===== config.mk =====
export PLATFORM = sky130hd
export DESIGN_NAME = wb_mem_slave
export DESIGN_NICKNAME = d
export VERILOG_FILES = /design/src/rtl/wb_mem_slave.sv
export SDC_FILE = /design/constraint.sdc
export NUM_CORES = 1
export LEC_CHECK = 0
export ABC_AREA = 1
export CELL_PAD_IN_SITES_DETAIL_PLACEMENT = 1
export CELL_PAD_IN_SITES_GLOBAL_PLACEMENT = 1
export CORE_ASPECT_RATIO = 1.2
export CORE_MARGIN = 1
export CORE_UTILIZATION = 45
export DETAILED_ROUTE_END_ITERATION = 8
export GPL_ROUTABILITY_DRIVEN = 0
export HOLD_SLACK_MARGIN = 0.02
export PLACE_DENSITY_LB_ADDON = 0.1
export SETUP_SLACK_MARGIN = 0.4
export SYNTH_ARGS = -nofsm -noshare
export SYNTH_HDL_FRONTEND = slang
export SYNTH_SLANG_ARGS = --single-unit

===== constraint.sdc =====
create_clock -name i_clk -period 2.9 [get_ports i_clk]
set_clock_uncertainty 0.05 [all_clocks]
set_input_delay 0.58 -clock i_clk [delete_from_list [all_inputs] [get_ports i_clk]]
set_output_delay 0.58 -clock i_clk [all_outputs]
set_load 0.005 [all_outputs]

===== src/rtl/wb_mem_slave.sv =====
// rtl/wb_mem_slave.sv - pipelined Wishbone slave memory model with fixed ack latency, optional stall and error address
module wb_mem_slave #(
    parameter int            AW            = 5,
    parameter int            DW            = 32,
    parameter int            LATENCY       = 1,
    parameter bit            OPT_RANDSTALL = 1'b0,
    parameter bit            OPT_ERR       = 1'b0,
    parameter logic [AW-1:0] ERR_ADDR      = {AW{1'b1}}
) (
    input  logic          i_clk,
    input  logic          i_reset,
    input  logic          i_wb_cyc,
    input  logic          i_wb_stb,
    input  logic          i_wb_we,
    input  logic [AW-1:0] i_wb_addr,
    input  logic [DW-1:0] i_wb_data,
    input  logic [DW/8-1:0] i_wb_sel,
    output logic          o_wb_stall,
    output logic          o_wb_ack,
    output logic [DW-1:0] o_wb_data,
    output logic          o_wb_err
);

    localparam int DEPTH = 1 << AW;
    localparam int NSEL  = DW / 8;

    // Memory starts out zeroed and is deliberately untouched by reset.
    logic [DW-1:0] mem [DEPTH] = '{default: '0};

    logic               accept;
    logic               is_err_addr;
    logic [7:0]         lfsr;
    logic [LATENCY-1:0] pipe_valid;
    logic [LATENCY-1:0] pipe_err;
    logic [DW-1:0]      pipe_data [LATENCY];

    assign is_err_addr = OPT_ERR && (i_wb_addr == ERR_ADDR);
    assign accept      = i_wb_cyc && i_wb_stb && !o_wb_stall;
    assign o_wb_stall  = OPT_RANDSTALL && (lfsr[1:0] == 2'b00);

    // Fibonacci LFSR (x^8+x^6+x^5+x^4+1) that paces the pseudo-random stall.
    always_ff @(posedge i_clk) begin
        if (i_reset) begin
            lfsr <= 8'h01;
        end else begin
            lfsr <= {lfsr[6:0], lfsr[7] ^ lfsr[5] ^ lfsr[4] ^ lfsr[3]};
        end
    end

    // Byte-lane write of accepted requests; the error address never lands in memory.
    always_ff @(posedge i_clk) begin
        if (accept && i_wb_we && !is_err_addr) begin
            for (int n = 0; n < NSEL; n++) begin
                if (i_wb_sel[n]) begin
                    mem[i_wb_addr][n*8 +: 8] <= i_wb_data[n*8 +: 8];
                end
            end
        end
    end

    // Response payload shift register; never stalls, so no enable is needed.
    always_ff @(posedge i_clk) begin
        pipe_err[0]  <= is_err_addr;
        pipe_data[0] <= is_err_addr ? '0 : mem[i_wb_addr];
        for (int s = 1; s < LATENCY; s++) begin
            pipe_err[s]  <= pipe_err[s-1];
            pipe_data[s] <= pipe_data[s-1];
        end
    end

    // Valid bits shift alongside the payload and flush on reset or a dropped cycle.
    always_ff @(posedge i_clk) begin
        if (i_reset || !i_wb_cyc) begin
            pipe_valid <= '0;
        end else begin
            pipe_valid[0] <= accept;
            for (int s = 1; s < LATENCY; s++) begin
                pipe_valid[s] <= pipe_valid[s-1];
            end
        end
    end

    // Response outputs are taken from the last stage and masked by the live cycle.
    always_comb begin
        o_wb_ack  = pipe_valid[LATENCY-1] && !pipe_err[LATENCY-1] && i_wb_cyc;
        o_wb_err  = pipe_valid[LATENCY-1] &&  pipe_err[LATENCY-1] && i_wb_cyc;
        o_wb_data = pipe_valid[LATENCY-1] ? pipe_data[LATENCY-1] : '0;
    end

endmodule


==> results.py, run 1 <==
metrics = {
    "global_route": {
        "grt_overflow": 0,
        "grt_pass1_wl_um": 197000,
        "grt_pass1_vias": 31700,
        "antenna_found_initial": 3,
        "grt_use_total": 0.270,
        "grt_max_degree": 129,
    },
    "logic_synthesis": {
        "synthArstFlopShare": 0,
        "synth_area_leaders": "edfxtp_1, nand2_1, nor2_1",
        "ys_top_cells_by_count": "nand2_1, edfxtp_1, nor2_1, buf_2, clkbuf_1",
        "netlist_instances": 4309,
        "yosysTopAreaCellShare": 0.700,
        "yosysMostFrequentCell": "nand2_1",
        "yosysWarnings": 0,
        "ys_seq_area_frac": 0.715,
        "yosys.area.top_type": "edfxtp_1",
        "synth_edf_count": 1024,
        "synth-seq-cells": 1057,
        "syn_area_um2": 43900,
        "yosys_most_used_dff": "edfxtp_1",
        "avgSynthCellArea_um2": 10.2,
        "ys_types": 15,
    },
    "clock_tree": {
        "worstSkewPairLatency_ns": 0.68,
        "root_buffer": "clkbuf_16",
        "max-clock-path-buffers": 3,
        "cts_made_buffers": 106,
        "cts_max_level": 3,
        "cts_tree": "yes",
        "clock_sinks": 1057,
        "clk_pin_slew_ns": 0.06,
    },
    "place": {
        "hpwlAfterDp_um": 81100,
        "portBuffers": 78,
        "dp.cells": 5704,
        "place_area_um2": 47600,
    },
    "sta": {
        "hold_viol_final": 0,
        "rsz0062_at_grt": "true",
        "final-setup-viol-count": 0,
        "finalCritPeriodShare": 0.911,
        "finalCriticalPeriod_ns": 2.64,
        "tightestPinTransition_ns": 0.726,
        "maxSlewViolCount": 0,
        "slew_headroom": 0.516,
        "whs_ns": 0.381,
        "fmax_mhz": 378,
    },
    "worst_setup_path": {
        "timing.rr.start": "mem[24][30]",
        "cp_max_fo": 8,
        "cp-end-kind": "output pin",
        "cp_data_required_time_ns": 2.27,
        "crit_path_start_kind": "flop",
        "worstPathArrival_ns": 2.01,
        "path_class": "reg -> out",
        "crit_start": "pipe_valid",
    },
    "die": {
        "die-area_um2": 98800,
        "die_h_um": 344,
        "die_w_um": 287,
        "start_util": 0.453,
        "fp-row-count": 125,
        "pin_count": 81,
        "coreArea_um2": 96800,
    },
    "detailed_routing": {
        "wl_met3_um": 5310,
        "drc": 0,
        "routed_wl_um": 133000,
        "avgRoutedWirePerCell_um": 22.4,
        "via_per_inst": 5.12,
        "dr.pass1.iters": 5,
        "highest_layer": "met4",
        "wl_met2_um": 66400,
        "first_iter_violations": 2154,
        "met1Wirelength_um": 57100,
        "ant_nets": 0,
        "vias": 30300,
    },
    "status": {
        "status": "completed",
    },
    "final_layout": {
        "drive_above_1_share": 0.0980,
        "fin_area_um2": 51200,
        "nets": 4600,
        "final_core_util": 0.529,
        "area_growth_pct": 16.7,
        "fin_cells": 5914,
    },
    "power": {
        "power_uw": 32400,
        "p_leak_uw": 0.0218,
        "max-vdd-ir-drop_v": 0.000449,
        "powerDensity_nw_per_um2": 632,
    },
    "job": {
        "max_cap_violations": 0,
    },
    "min_path": {
        "hp-class": "in -> reg",
        "worstHoldStart": "i_reset",
    },
}
==> cell type report <==
cell class	count	area, um^2
Clock inverter	53	425
Tap cell	1270	1590
Fill cell	10500	45600
Clock buffer	144	3000
Antenna cell	1	2.50
Timing Repair Buffer	351	3260
Multi-Input combinational cell	2998	11400
Sequential cell	1057	31400
Inverter	40	173
==> worst paths after layout <==
check | endpoint | slack [ns] | cells past startpoint
worst max-delay path | o_wb_data[23] | 0.26 | 4
worst min-delay path | pipe_valid | 0.38 | 2
worst max register to register | pipe_data[0][30] | 1.48 | 8
worst min register to register | pipe_data[0][0] | 0.68 | 8
==> per-layer routing <==
| layer | global-route usage | vias up |
|---|---|---|
| met4 | 0.0889 | 0 |
| met1 | 0.352 | 15200 |
| met5 | 0 | - |
| met3 | 0.0298 | 170 |
| met2 | 0.469 | 603 |
| li1 | - | 14300 |
==> through the flow <==
stage,setup TNS [ns],worst slack (ns)
4_1_cts,0,0.232
6_report,0,0.257
2_1_floorplan,0,0.661
3_3_place_gp,-6.14,-0.168
3_5_place_dp,-9.41,-0.197
5_1_grt,0,0.204
==> flip-flops by register name, summed over array words and instances, names as in the netlist <==
name and flops:
mem 1024, pipe_valid 1, pipe_data 32
==> kinds of logic (layout without fill, tap and decap cells) <==
family	count (synthesis)	after routing	synth area share
other	1	3	0.0000854
AND/OR/NAND/NOR	2996	2996	0.259
buffers and inverters	255	588	0.0259
flip-flops	1057	1057	0.715
==> critical path: stages, from the launching register on <==
cell	delay (ns)
dfxtp_4	0.39
buf_12	0.16
nand2_1	0.11
inv_4	0.14
clkdlybuf4s50_1	0.52
==> power breakdown <==
part	switching (uW)	internal (uW)
clock network	5730	7840
registers	41.9	16800
logic	1440	516
==> placed cells by master (no fill, tap or decap), drive strengths merged <==
cell type and instances:
nand2 2791, edfxtp 1024, buf 274, nor2 197, clkbuf 147, clkdlybuf4s50 58, clkinv 43, inv 42
dfxtp 33, dlymetal6s2s 16, nor3 8, bufinv 7, conb 2, diode 1, clkinvlp 1
==> repair_timing <==
item / in CTS / in global routing
endpoints found under the setup margin: 33 / 33
hold endpoints to repair: 0 / 0
hold buffers: 0 / 0
gates cloned: 1 / 1
resized for setup: 12 / 23
buffers inserted: 4 / 6
No activity file was read; power rests on OpenSTA's default activity.
==> run 2: changes to the inputs <==
--- a/config.mk
+++ b/config.mk
@@ -11,6 +11,7 @@
 export CORE_ASPECT_RATIO = 1.2
 export CORE_MARGIN = 1
 export CORE_UTILIZATION = 45
+export CTS_BUF_LIST = sky130_fd_sc_hd__clkbuf_8
 export DETAILED_ROUTE_END_ITERATION = 8
 export GPL_ROUTABILITY_DRIVEN = 0
 export HOLD_SLACK_MARGIN = 0.02
==> results.py, run 2 (synthesis results as in run 1) <==
metrics = {
    "status": {
        "status": "completed",
    },
    "worst_setup_path": {
        "worstPathArrival_ns": 1.95,
        "cp_max_fo": 4,
        "cp_data_required_time_ns": 2.27,
        "path_class": "reg -> out",
        "cp-end-kind": "output pin",
        "crit_path_start_kind": "flop",
    },
    "job": {
        "max_cap_violations": 0,
    },
    "clock_tree": {
        "cts_max_level": 4,
        "worstSkewPairLatency_ns": 0.84,
        "clk_pin_slew_ns": 0.06,
        "max-clock-path-buffers": 3,
        "cts_made_buffers": 168,
        "cts_tree": "yes",
        "clock_sinks": 1057,
        "cts_hold_buffers": 0,
        "root_buffer": "clkbuf_8",
    },
    "place": {
        "hpwlAfterDp_um": 81100,
        "place_area_um2": 47600,
        "dp_slack_ns": -0.197,
        "portBuffers": 78,
    },
    "sta": {
        "finalCriticalPeriod_ns": 2.58,
        "maxSlewViolCount": 0,
        "final-setup-viol-count": 0,
        "slew_headroom": 0.527,
        "tns_ns": 0,
        "hold_viol_final": 0,
        "rsz0062_at_grt": "true",
        "finalCritPeriodShare": 0.888,
        "fmax_mhz": 388,
        "tightestPinTransition_ns": 0.709,
        "fin_ws_ns": 0.323,
    },
    "detailed_routing": {
        "drc": 0,
        "dr.pass1.iters": 5,
        "avgRoutedWirePerCell_um": 22.2,
        "first_iter_violations": 2100,
        "via_per_inst": 5.09,
        "ant_nets": 0,
        "vias": 30700,
        "routed_wl_um": 134000,
    },
    "global_route": {
        "antenna_found_initial": 5,
        "grt_use_total": 0.274,
        "grt_pass1_vias": 32100,
        "grt_overflow": 0,
        "grt_max_degree": 129,
        "grt_pass1_wl_um": 199000,
    },
    "final_layout": {
        "most-common-layout-cells": "nand2_1, edfxtp_1, buf_4",
        "top_register": "mem",
        "area_growth_pct": 17.0,
        "drive_above_1_share": 0.125,
        "largest_reg_flops": 1024,
        "fin_area_um2": 51400,
        "final_common_cell": "nand2_1",
        "nets": 4672,
        "final_core_util": 0.530,
        "top_regs": "mem: 1024 flops, pipe_data: 32 flops, pipe_valid: 1 flops",
    },
    "die": {
        "coreArea_um2": 96800,
        "fp-row-count": 125,
        "die_h_um": 344,
        "die-area_um2": 98800,
        "start_util": 0.453,
        "pin_count": 81,
        "die_w_um": 287,
    },
    "min_path": {
        "hp-class": "in -> reg",
    },
    "power": {
        "max-vdd-ir-drop_v": 0.000408,
        "p_leak_uw": 0.0220,
        "powerDensity_nw_per_um2": 604,
    },
}
==> run 2: cell count changes in the layout (fill, tap and decap cells not counted), sizes merged, moves of 4 or more <==
cell | before | now
bufinv | 7 | 3
clkinv | 43 | 48
inv | 42 | 103
clkdlybuf4s50 | 58 | 43
buf | 274 | 307
clkbuf | 147 | 192
clkdlybuf4s15 | 0 | 7
dlymetal6s2s | 16 | 0
==> run 2: final timing paths <==
path,from,to,slack (ns),depth (start not counted)
min reg2reg,mem[4][0],pipe_data[0][0],0.65,8
max,pipe_valid,o_wb_data[19],0.32,7
max reg2reg,mem[27][29],pipe_data[0][29],1.49,8
min,i_reset,pipe_valid,0.21,2
==> run 2: cell type report <==
| cell class | count | area [um^2] |
|---|---|---|
| antenna | 2 | 5.00 |
| clock buffer | 188 | 2590 |
| clock inverter | 117 | 586 |
| fill | 10600 | 45500 |
| inverter | 40 | 180 |
| multi-input combinational | 2998 | 11600 |
| sequential | 1057 | 31400 |
| tap | 1270 | 1590 |
| timing repair buffer | 361 | 3430 |
==> run 2: where the power goes <==
group / switching, uW / internal [uW] / total [uW]
Sequential: 65.7 / 16800 / 16900
Clock: 5920 / 6210 / 12100
Combinational: 1460 / 545 / 2000
Total: 7440 / 23600 / 31000
==> run 2: through the flow <==
| step | total power, uW | hold WS [ns] | cells |
|---|---|---|---|
| 2_1_floorplan | 18100 | 0.595 | 4310 |
| 3_3_place_gp | 19100 | 0.641 | 5704 |
| 3_5_place_dp | 19100 | 0.655 | 5704 |
| 4_1_cts | 31300 | 0.147 | 6029 |
| 5_1_grt | 32100 | 0.199 | 6033 |
| 6_report | 31000 | 0.214 | 6033 |
==> run 2: routing by layer <==
metal / up-vias / part of all wire / track usage
met5: - / 0 / 0
met1: 15300 / 0.43 / 0.361
met2: 712 / 0.50 / 0.469
met4: 0 / 0.029 / 0.0911
met3: 202 / 0.043 / 0.0370
li1: 14500 / - / -
==> run 2: repair_timing <==
action	4_1_cts	5_1_grt
pin swaps	2	2
hold endpoints to repair	0	0
gates cloned	4	0
setup endpoints to repair	33	26
buffers inserted	16	2
resized for setup	191	37
==> run 2: worst max-delay path, cell delays in order (launching register included) <==
cell and delay (ns):
dfxtp_4 0.37, buf_6 0.12, buf_12 0.13, buf_16 0.13, buf_12 0.15, nand2_4 0.07, inv_4 0.04, buf_6 0.10
